### src/rtl/mac_sequencer.sv
// Shift-add multiply-accumulate sequencer over a valid/ready operand stream.
// Optional build macro MAC_SEQUENCER_SATURATE_EN: accumulator clamps instead of wrapping.

module adder_8_bit (
   input  logic [7:0] a,
   input  logic [7:0] b,
   output logic [7:0] sum,
   output logic       carry
);
   assign {carry, sum} = {1'b0, a} + {1'b0, b};
endmodule

module mac_sequencer #(
   parameter int LEN_W = 4,
   parameter int ACC_W = 20
) (
   input  logic             clk,
   input  logic             rst_n,
   input  logic             start,
   input  logic [LEN_W-1:0] len,
   input  logic             in_valid,
   input  logic [7:0]       in_a,
   input  logic [7:0]       in_b,
   output logic             in_ready,
   output logic             busy,
   output logic [ACC_W-1:0] acc,
   output logic             done,
   output logic             ovf
);

   typedef enum logic [2:0] {
      ST_IDLE  = 3'd0,
      ST_FETCH = 3'd1,
      ST_MUL   = 3'd2,
      ST_ACC   = 3'd3,
      ST_DONE  = 3'd4
   } state_t;

   state_t             state_r;
   state_t             state_s;
   logic [LEN_W-1:0]   len_cnt_r;
   logic [15:0]        p_r;
   logic [7:0]         mcand_r;
   logic [2:0]         step_r;
   logic [ACC_W-1:0]   acc_r;
   logic               ovf_r;
   logic               done_r;
   logic               in_ready_r;
   logic               busy_r;

   logic [7:0]         addend_s;
   logic [7:0]         sum_s;
   logic               carry_s;
   logic [ACC_W:0]     acc_sum_s;
   logic [ACC_W-1:0]   acc_next_s;

   // Multiplicand is added only when the current multiplier LSB is set.
   always_comb begin
      addend_s = 8'h00;
      if (p_r[0]) begin
         addend_s = mcand_r;
      end else begin
         addend_s = 8'h00;
      end
   end

   adder_8_bit u_adder (
      .a     (p_r[15:8]),
      .b     (addend_s),
      .sum   (sum_s),
      .carry (carry_s)
   );

   // Accumulate the finished product; carry out of the top bit flags overflow.
   always_comb begin
      acc_sum_s  = {1'b0, acc_r} + {{(ACC_W-15){1'b0}}, p_r};
      acc_next_s = acc_sum_s[ACC_W-1:0];
`ifdef MAC_SEQUENCER_SATURATE_EN
      if (acc_sum_s[ACC_W]) begin
         acc_next_s = {ACC_W{1'b1}};
      end else begin
         acc_next_s = acc_sum_s[ACC_W-1:0];
      end
`endif
   end

   // Next-state decode.
   always_comb begin
      state_s = state_r;
      case (state_r)
         ST_IDLE: begin
            if (start) begin
               state_s = (len == {LEN_W{1'b0}}) ? ST_DONE : ST_FETCH;
            end else begin
               state_s = ST_IDLE;
            end
         end
         ST_FETCH: begin
            if (in_valid) begin
               state_s = ST_MUL;
            end else begin
               state_s = ST_FETCH;
            end
         end
         ST_MUL: begin
            if (step_r == 3'd7) begin
               state_s = ST_ACC;
            end else begin
               state_s = ST_MUL;
            end
         end
         ST_ACC: begin
            if (len_cnt_r == {{(LEN_W-1){1'b0}}, 1'b1}) begin
               state_s = ST_DONE;
            end else begin
               state_s = ST_FETCH;
            end
         end
         ST_DONE: state_s = ST_IDLE;
         default: state_s = ST_IDLE;
      endcase
   end

   // State register; status outputs are registered from the next state.
   always_ff @(posedge clk or negedge rst_n) begin
      if (!rst_n) begin
         state_r    <= ST_IDLE;
         in_ready_r <= 1'b0;
         busy_r     <= 1'b0;
         done_r     <= 1'b0;
      end else begin
         state_r    <= state_s;
         in_ready_r <= (state_s == ST_FETCH);
         busy_r     <= (state_s != ST_IDLE);
         done_r     <= (state_s == ST_DONE);
      end
   end

   // Datapath: operand capture, shift-add steps, accumulation.
   always_ff @(posedge clk or negedge rst_n) begin
      if (!rst_n) begin
         len_cnt_r <= {LEN_W{1'b0}};
         p_r       <= 16'h0000;
         mcand_r   <= 8'h00;
         step_r    <= 3'd0;
         acc_r     <= {ACC_W{1'b0}};
         ovf_r     <= 1'b0;
      end else begin
         case (state_r)
            ST_IDLE: begin
               if (start) begin
                  len_cnt_r <= len;
                  acc_r     <= {ACC_W{1'b0}};
                  ovf_r     <= 1'b0;
               end
            end
            ST_FETCH: begin
               if (in_valid) begin
                  p_r     <= {8'h00, in_b};
                  mcand_r <= in_a;
                  step_r  <= 3'd0;
               end
            end
            ST_MUL: begin
               // 17-bit {carry,sum,low} shifted right by one
               p_r    <= {carry_s, sum_s, p_r[7:1]};
               step_r <= step_r + 3'd1;
            end
            ST_ACC: begin
               acc_r     <= acc_next_s;
               ovf_r     <= ovf_r | acc_sum_s[ACC_W];
               len_cnt_r <= len_cnt_r - {{(LEN_W-1){1'b0}}, 1'b1};
            end
            ST_DONE: begin
               len_cnt_r <= len_cnt_r;
            end
            default: begin
               len_cnt_r <= len_cnt_r;
            end
         endcase
      end
   end

   assign in_ready = in_ready_r;
   assign busy     = busy_r;
   assign done     = done_r;
   assign acc      = acc_r;
   assign ovf      = ovf_r;

endmodule

### config.mk
export PLATFORM = sky130hd
export DESIGN_NAME = mac_sequencer
export DESIGN_NICKNAME = d
export VERILOG_FILES = /design/src/rtl/mac_sequencer.sv
export SDC_FILE = /design/constraint.sdc
export NUM_CORES = 1
export LEC_CHECK = 0
export CAP_MARGIN = 40
export CORE_ASPECT_RATIO = 0.5
export CORE_MARGIN = 2
export CORE_UTILIZATION = 35
export DETAILED_ROUTE_END_ITERATION = 10
export HOLD_SLACK_MARGIN = 0.06
export SETUP_SLACK_MARGIN = 0.4
export SYNTH_ARGS = -nofsm -noshare
export SYNTH_HDL_FRONTEND = slang
export SYNTH_SLANG_ARGS = --single-unit
### constraint.sdc
create_clock -name clk -period 2.2 [get_ports clk]
set_input_delay 0.66 -clock clk [delete_from_list [all_inputs] [get_ports clk]]
set_output_delay 0.66 -clock clk [all_outputs]
set_load 0.02 [all_outputs]
After elaboration in Yosys (flattened, before gate mapping)
Cells that the tools add are included.

storage, ports and cells
  output and inout bits = 24
  input bits = 24
  word-level logic and storage cells = 49
  flip-flop bits (word level) = 58

operators by class
  bitwise operators = 1
  mux-type cells = 17
  $add $sub $neg = 4
  reductions and logical operators = 8
  equal/unequal tests = 9

operators with widths
  operator               count
  $pmux W20 S2           1
  $pmux W16 S2           1
  $add A20 B16 Y21       1
  $mux W20               1
  $mux W16               1
  $mux W3                4
  $pmux W3 S4            1
  $add A8 B8 Y9          1
  $mux W8                1
  $pmux W4 S2            1
  $eq A3 B1 Y1 const B   2
  $eq A3 B2 Y1 const B   2
  $eq A3 B3 Y1 const B   2
  $pmux W3 S2            1
  $reduce_and A2 Y1      3
  $eq A4 B1 Y1 const B   1
  $logic_not A4 Y1       1
  $mux W4                1
  $ne A2 B2 Y1 const B   2
  $reduce_bool A2 Y1     2
  $sub A4 B1 Y4 const B  1
  $add A3 B1 Y3 const B  1
  $logic_not A3 Y1       1
  $reduce_bool A3 Y1     1
  4 further kinds        5

Longest topological paths before layout
Gate-level depths: netlist of the first run.

  depth in word-level cells = 5
  depth in mapped cells = 10
  mapped depth without buffers = 10

Hierarchy
A second synthesis of the first run with hierarchy kept.

unflattened totals
  cell total of the unflattened synthesis = 347
  area total of the unflattened synthesis = 3525.9 um2

by module, submodules not included
  module         area each (um2)  seq. area each (um2)  cells an instance  instances
  mac_sequencer  3156.8           1451.4                303                1
  adder_8_bit    369.1            0.0                   44                 1

Worst setup path after synthesis of the first run
No wires, ideal clock.

  path type = flip-flop to flip-flop
  from = register acc_r[0] (netlist: acc[0])
  to = register acc_r[16] (netlist: acc[16])
  data required time = 2.065 ns
  setup time = 0.135 ns
  arrival = 2.193 ns
  buffers on the path = 0
  clock period less this slack = 2.328 ns
  cell stages (with the launch flop) = 10
  setup slack = -0.128 ns
  cell sequence = dfrtp_1 > ha_1 > inv_1 > fa_1 > nand2b_1 > a21oi_2 > o31a_4 > a31oi_4 > o32a_1 > mux2i_1

between the ends
  word-level cells in the longest chain between the ends = 2

ends and longest elaborated chain
  element                 RTL line  RTL
  start, declared         45        logic [ACC_W-1:0] acc_r;
  start signal, assigned  146       acc_r <= {ACC_W{1'b0}};
  start signal, assigned  153       acc_r <= {ACC_W{1'b0}};
  start signal, assigned  170       acc_r <= acc_next_s;
  $add A20 B16 Y21        76        acc_sum_s = {1'b0, acc_r} + {{(ACC_W-15){1'b0}}, p_r};
  $pmux W20 S2            149       case (state_r)

Every way passes these cells.
A chain may end at the register's enable or synchronous reset.

Worst setup path after layout of the first run
  from = register p_r[0]
  to = register p_r[13]

between the ends
  word-level cells in the longest chain between the ends = 3

ends and longest elaborated chain
  element                 RTL line  RTL
  start, declared         42        logic [15:0] p_r;
  start signal, assigned  159       p_r <= {8'h00, in_b};
  start signal, assigned  166       p_r <= {carry_s, sum_s, p_r[7:1]};
  $mux W8                 60        if (p_r[0]) begin
  $add A8 B8 Y9           10        assign {carry, sum} = {1'b0, a} + {1'b0, b};
  $pmux W16 S2            149

Every way passes these cells.

==> results.yml, run 1 <==
route:
  ant_nets: 0
  drt_pre_antenna_iters: 4
  first_iter_violations: 141
  wl_per_cell_um: 15.0
  via_per_inst: 5.04
  drc: 0
  drt-total-wl_um: 8980
  vias: 3020
timing:
  finalSetupViolations: 3
  fin_crit_sh_pct: 101
  tns_ns: -0.0584
  fin_ws_ns: -0.0295
  final_max_slew_viol_count: 0
  fin_crit_ns: 2.23
  fin_skew_ns: 0.00453
  rsz0062_at_grt: "true"
  worst_slew_pin_slew_ns: 0.463
  hold_viol: 0
  fmax_ghz: 0.449
  relSlewSlack_pct: 69.1
final_layout:
  fin_cells: 599
  nets: 508
  layout_commonest_cell: "nand2_1"
  drive_above_1_share_pct: 26.8
  antenna_cells: 0
  postLayoutCoreUtil_pct: 50.8
  syn_to_final_growth_pct: 42.7
  final_cell_mix: "nand2_1 (48), dfrtp_1 (44), buf_4 (30), dlygate4sd2_1 (22), o21ai_0 (19)"
yosys:
  synth_area_leaders: "dfrtp_1 (40%), ha_1 (9.7%), nand2_1 (5.1%)"
  yosysSeqAreaShare_pct: 40.3
  synth_edf_count: 0
  yosysWarnings: 0
  synth_top_area_share_pct: 40.3
  synth-seq-cells: 58
  syn_area_per_cell_um2: 9.67
  async_reset_ff_share_pct: 100
  syn_area_um2: 3600
  postSynthCellCount: 372
  synth_top_flop_cell: "dfrtp_1"
  yosysUniqueCellTypes: 54
  synth_area_leader_cell: "dfrtp_1"
  synth_nets: 426
placement:
  port_buffers: 47
  hpwl_um: 6550
  gp_congestion: 0.823
  place_inst: 577
clock_tree:
  cts_hold_repair.buffers: 0
  clock_sinks: 58
  path_clk_slew_ns: 0.05
  cts_tree: "built"
  clockBufferDepth: 2
  clk_latency_ns: 0.33
  cts_made_buffers: 9
  h-tree-depth: 3
  root_buffer: "clkbuf_16"
power_and_ir_drop:
  powerDensity_nw_per_um2: 1310
  p_seq_share_pct: 28.1
  total_power_uw: 6720
  vdd_drop_max_mv: 0.412
  power_frac_clock_pct: 21.1
  power.internal_uw: 4020
  p_leak_uw: 0.00229
  p_sw_uw: 2700
  sw_frac_of_total_pct: 40.2
  pwr-share-comb_pct: 50.9
floorplan:
  num_io_pins: 48
  initial_core_util_pct: 35.6
  die_w_um: 147
  die_area_um2: 11200
  fp.coreArea_um2: 10100
  fp.dieH_um: 75.7
  num_rows: 26
setup_path:
  r2r-end: "p_r[13]$_DFFE_PN0P_"
  start_kind: "register"
  r2r_cells: 10
  cp-end-kind: "register"
  r2r_start: "p_r[0]$_DFFE_PN0P_"
  crit_fanout: 7
  critPathRequiredTime_ns: 2.42
  critPathKind: "reg2reg"
  worstPathArrival_ns: 2.45
  cp-endpoint: "p_r[13]$_DFFE_PN0P_"
  critPathLaunch: "p_r[0]$_DFFE_PN0P_"
  r2r_setup_slack_ns: -0.03
worst_hold_path:
  worstHoldPathType: "in2async"
outcome:
  violations: "setup timing"
  outcome: "finished, violations left"
global_route:
  grt_overflow: 0
  grt_max_degree: 22
  grt_pass1_vias: 2886
  grt_antenna_before_repair: 0
  grt_pass1_wl_um: 14800
  grt_use_total_pct: 17.2
job:
  drv_cap: 0
power groups by stage:
stage,sequential [uW],combinational [uW],clock [uW]
3_5_place_dp,1890,3220,0
4_1_cts,1880,3330,1450
6_report,1890,3420,1420
5_1_grt,1950,3780,1500
2_1_floorplan,1910,2080,0
3_3_place_gp,1880,3170,0
kinds of logic (layout without fill, tap and decap cells):
logic type               Yosys count  count (layout)  share of synthesized area, %
adder cells (fa/ha/maj)           30              30                          10.8
AO/OA/AOI/OAI                    106             106                          20.2
AND/OR/NAND/NOR                  116             116                          16.1
buffers and inverters             27             114                          3.03
multiplexers                      21              21                          6.12
flip-flops                        58              58                          40.3
XOR/XNOR                          14              14                          3.41
worst min path at each step:
stage,start,end,cells after the start
final,rst_n,mcand_r[7]$_DFFE_PN0P_,1
after CTS,rst_n,p_r[10]$_DFFE_PN0P_,1
after detailed placement,mcand_r[4]$_DFFE_PN0P_,mcand_r[4]$_DFFE_PN0P_,1
after global routing,rst_n,mcand_r[7]$_DFFE_PN0P_,1
after floorplan,rst_n,acc[0]$_DFFE_PN0P_,0
after global placement,mcand_r[3]$_DFFE_PN0P_,mcand_r[3]$_DFFE_PN0P_,1
area by class of cell:
class	count	area [um2]
well taps	140	175
repair buffers	84	763
fillers	945	4980
multi-input cells	287	2370
clock inverters	6	66.3
clock buffers	10	239
flip-flops and latches	58	1470
inverters	14	52.6
stage by stage:
step | cell area, um2 | hold WS [ns] | setup WS, ns
5_1_grt | 5130 | 0.306 | -0.153
6_report | 5130 | 0.282 | -0.0295
2_1_floorplan | 3820 | 0.364 | 0.105
3_3_place_gp | 4680 | 0.461 | -0.255
3_5_place_dp | 4680 | 0.470 | -0.266
4_1_cts | 5070 | 0.291 | -0.0411
flip-flops by register name, indices dropped and copies added (netlist names):
name / flops
acc: 20
p_r: 16
mcand_r: 8
len_cnt_r: 4
state_r: 3
step_r: 3
busy: 1
done: 1
in_ready: 1
ovf: 1
cell usage after synthesis, drive strengths merged, types with 3 or more instances:
library cell,n
o21bai,4
a31oi,6
nand2,49
nor3,8
mux2i,13
nand3b,3
a22o,3
and2,9
inv,14
xnor2,4
o21ai,38
mux2,8
clkbuf,7
xor2,10
a32o,4
and3,5
a221oi,3
a211oi,3
nand2b,3
nor2,13
o22ai,4
ha,28
nor3b,3
or3,7
nand3,6
a22oi,5
buf,6
a21o,9
a21oi,16
dfrtp,58
repair_timing:
| action | CTS | global route |
|---|---|---|
| buffers inserted | 3 | 2 |
| pin swaps | 8 | 5 |
| endpoints found under the setup margin | 61 | 27 |
| gates resized for setup | 58 | 16 |
| gates cloned | 1 | 0 |
layer usage:
layer	routed length, um	track usage, %	up-vias
li1	-	-	1519
met5	0	0	-
met2	3760	25.3	49
met4	88	5.88	0
met1	4790	24.9	1441
met3	338	4.07	11
critical path, stage by stage, from the launching register on:
cell      delay [ns]
dfrtp_2         0.49
and2_4          0.18
ha_4            0.15
inv_2           0.05
fa_2            0.20
nor2b_1         0.05
o21ai_1         0.14
a21boi_1        0.10
o21a_1          0.18
or3_1           0.30
a32o_1          0.26
Note: power is estimated with default switching activity, not from simulation.
==> inputs of run 2 (changes only) <==
==> constraint.sdc (replaced) <==
create_clock -name clk -period 2.2 [get_ports clk]
set_input_delay 0.66 -clock clk [delete_from_list [all_inputs] [get_ports clk]]
set_output_delay 0.66 -clock clk [all_outputs]
set_load 0.005 [all_outputs]
==> run 2 against run 1 <==
The flow now finishes without violations. Core utilization increased by 3.4 points. Global-route usage increased by 0.94 points. Sequential share of layout area decreased by 2.0 points. Setup slack improved by 0.070 ns. Non-clock buffer count increased by 24. Via count increased by 4.1%. First-iteration DRC count increased by 29%. Power increased by 5.2%. Count of clock-buffer cells in the layout increased by 1. Critical path depth unchanged.
==> results.yml, run 2 (synthesis results as in run 1) <==
global_route:
  grt_use_total_pct: 18.1
  grt_pass1_wl_um: 15500
  grt_pass1_vias: 3052
  grt_max_degree: 59
  grt_overflow: 0
  grt_antenna_before_repair: 0
timing:
  final_max_slew_viol_count: 0
  hold_viol: 0
  relSlewSlack_pct: 78.5
  fin_ws_ns: 0.0404
  fmax_ghz: 0.463
  fin_skew_ns: 0.00677
  fin_crit_sh_pct: 98.2
  finalSetupViolations: 0
  worst_slew_pin_slew_ns: 0.321
  tns_ns: 0
  fin_crit_ns: 2.16
  rsz0062_at_grt: "true"
route:
  met1_length_um: 4840
  dr_wl_met2_um: 4280
  first_iter_violations: 182
  drt_pre_antenna_iters: 4
  top_layer_used: "met4"
  via_per_inst: 5.06
  drt-total-wl_um: 9640
  wl_per_cell_um: 15.5
  drc: 0
  wl_met3_um: 414
  vias: 3143
  ant_nets: 0
placement:
  place_ws_ns: -0.246
  port_buffers: 47
  gp_congestion: 0.827
  hpwl_um: 6470
floorplan:
  initial_core_util_pct: 35.6
  die_w_um: 147
  num_rows: 26
  die_area_um2: 11200
  fp.coreArea_um2: 10100
  num_io_pins: 48
  fp.dieH_um: 75.7
outcome:
  outcome: "completed"
final_layout:
  largest_reg_flops: 20
  layout_commonest_cell: "dfrtp_1"
  nets: 532
  syn_to_final_growth_pct: 52.3
  antenna_cells: 0
  final_cell_mix: "dfrtp_1 (53), buf_4 (46), nand2_1 (44), o21ai_1 (23), dlygate4sd2_1 (22)"
  drive_above_1_share_pct: 32.4
setup_path:
  cp-end-kind: "register"
  crit_fanout: 6
  critPathRequiredTime_ns: 2.42
  critPathKind: "reg2reg"
  start_kind: "register"
  worstPathArrival_ns: 2.38
clock_tree:
  path_clk_slew_ns: 0.05
  cts_hold_repair.buffers: 0
  clock_sinks: 58
  clk_latency_ns: 0.34
  cts_tree: "built"
  cts_made_buffers: 9
  h-tree-depth: 3
  clockBufferDepth: 2
  root_buffer: "clkbuf_16"
power_and_ir_drop:
  p_leak_uw: 0.00248
  total_power_uw: 7070
  vdd_drop_max_mv: 0.571
  powerDensity_nw_per_um2: 1290
worst_hold_path:
  worstHoldPathType: "in2async"
job:
  drv_cap: 0
-- run 2: worst max-delay path, cell delays in order, from the launching register on --
cell and delay [ns]:
dfrtp_2 0.45, and2_4 0.16, ha_4 0.16, inv_2 0.05, fa_2 0.19, nor2b_1 0.05, o21ai_1 0.14, a21boi_1 0.11
o21a_1 0.18, or3_1 0.30, a32o_1 0.26
-- run 2: worst paths after layout --
path                       depth (start not counted)  slack, ns                endpoint              startpoint
min in group clk                                   1       0.48  mcand_r[4]$_DFFE_PN0P_  mcand_r[4]$_DFFE_PN0P_
min                                                2       0.33      in_ready$_DFF_PN0_                   rst_n
max                                               10       0.04     p_r[13]$_DFFE_PN0P_      p_r[0]$_DFFE_PN0P_
min reg2reg                                        1       0.48  mcand_r[4]$_DFFE_PN0P_  mcand_r[4]$_DFFE_PN0P_
max in group asynchronous                          2       1.59      p_r[0]$_DFFE_PN0P_                   rst_n
max reg2reg                                       10       0.04     p_r[13]$_DFFE_PN0P_      p_r[0]$_DFFE_PN0P_
-- run 2: layout make-up --
cell class | instances | area (um2)
Multi-Input combinational cell | 287 | 2530
Sequential cell | 58 | 1460
Inverter | 14 | 52.6
Clock inverter | 3 | 65.1
Fill cell | 869 | 4640
Clock buffer | 11 | 243
Timing Repair Buffer | 108 | 960
Tap cell | 140 | 175
-- run 2: stage by stage --
stage               cell area (um2)  utilization, %  hold slack, ns  cells
CTS                            5210            51.5           0.337    610
global placement               4500            44.5           0.462    572
finish                         5480            54.2           0.327    621
detailed placement             4500            44.5           0.471    572
global route                   5480            54.2           0.362    621
floorplan                      3700               -           0.364    372
-- run 2: repair_timing --
item | in CTS | in global routing
pin swaps | 19 | 36
gates resized for setup | 84 | 51
setup endpoints to repair | 59 | 30
buffers inserted | 24 | 11
-- run 2: power breakdown --
| group | internal [uW] | switching [uW] |
|---|---|---|
| Sequential | 1470 | 401 |
| Combinational | 1850 | 1860 |
| Clock | 1010 | 488 |
-- run 2: per-layer routing --
layer  global-route usage, %  vias up
met5                       0        -
met4                    5.45        0
met3                    4.43       11
met2                    28.8       40
met1                    25.0     1523
li1                        -     1569
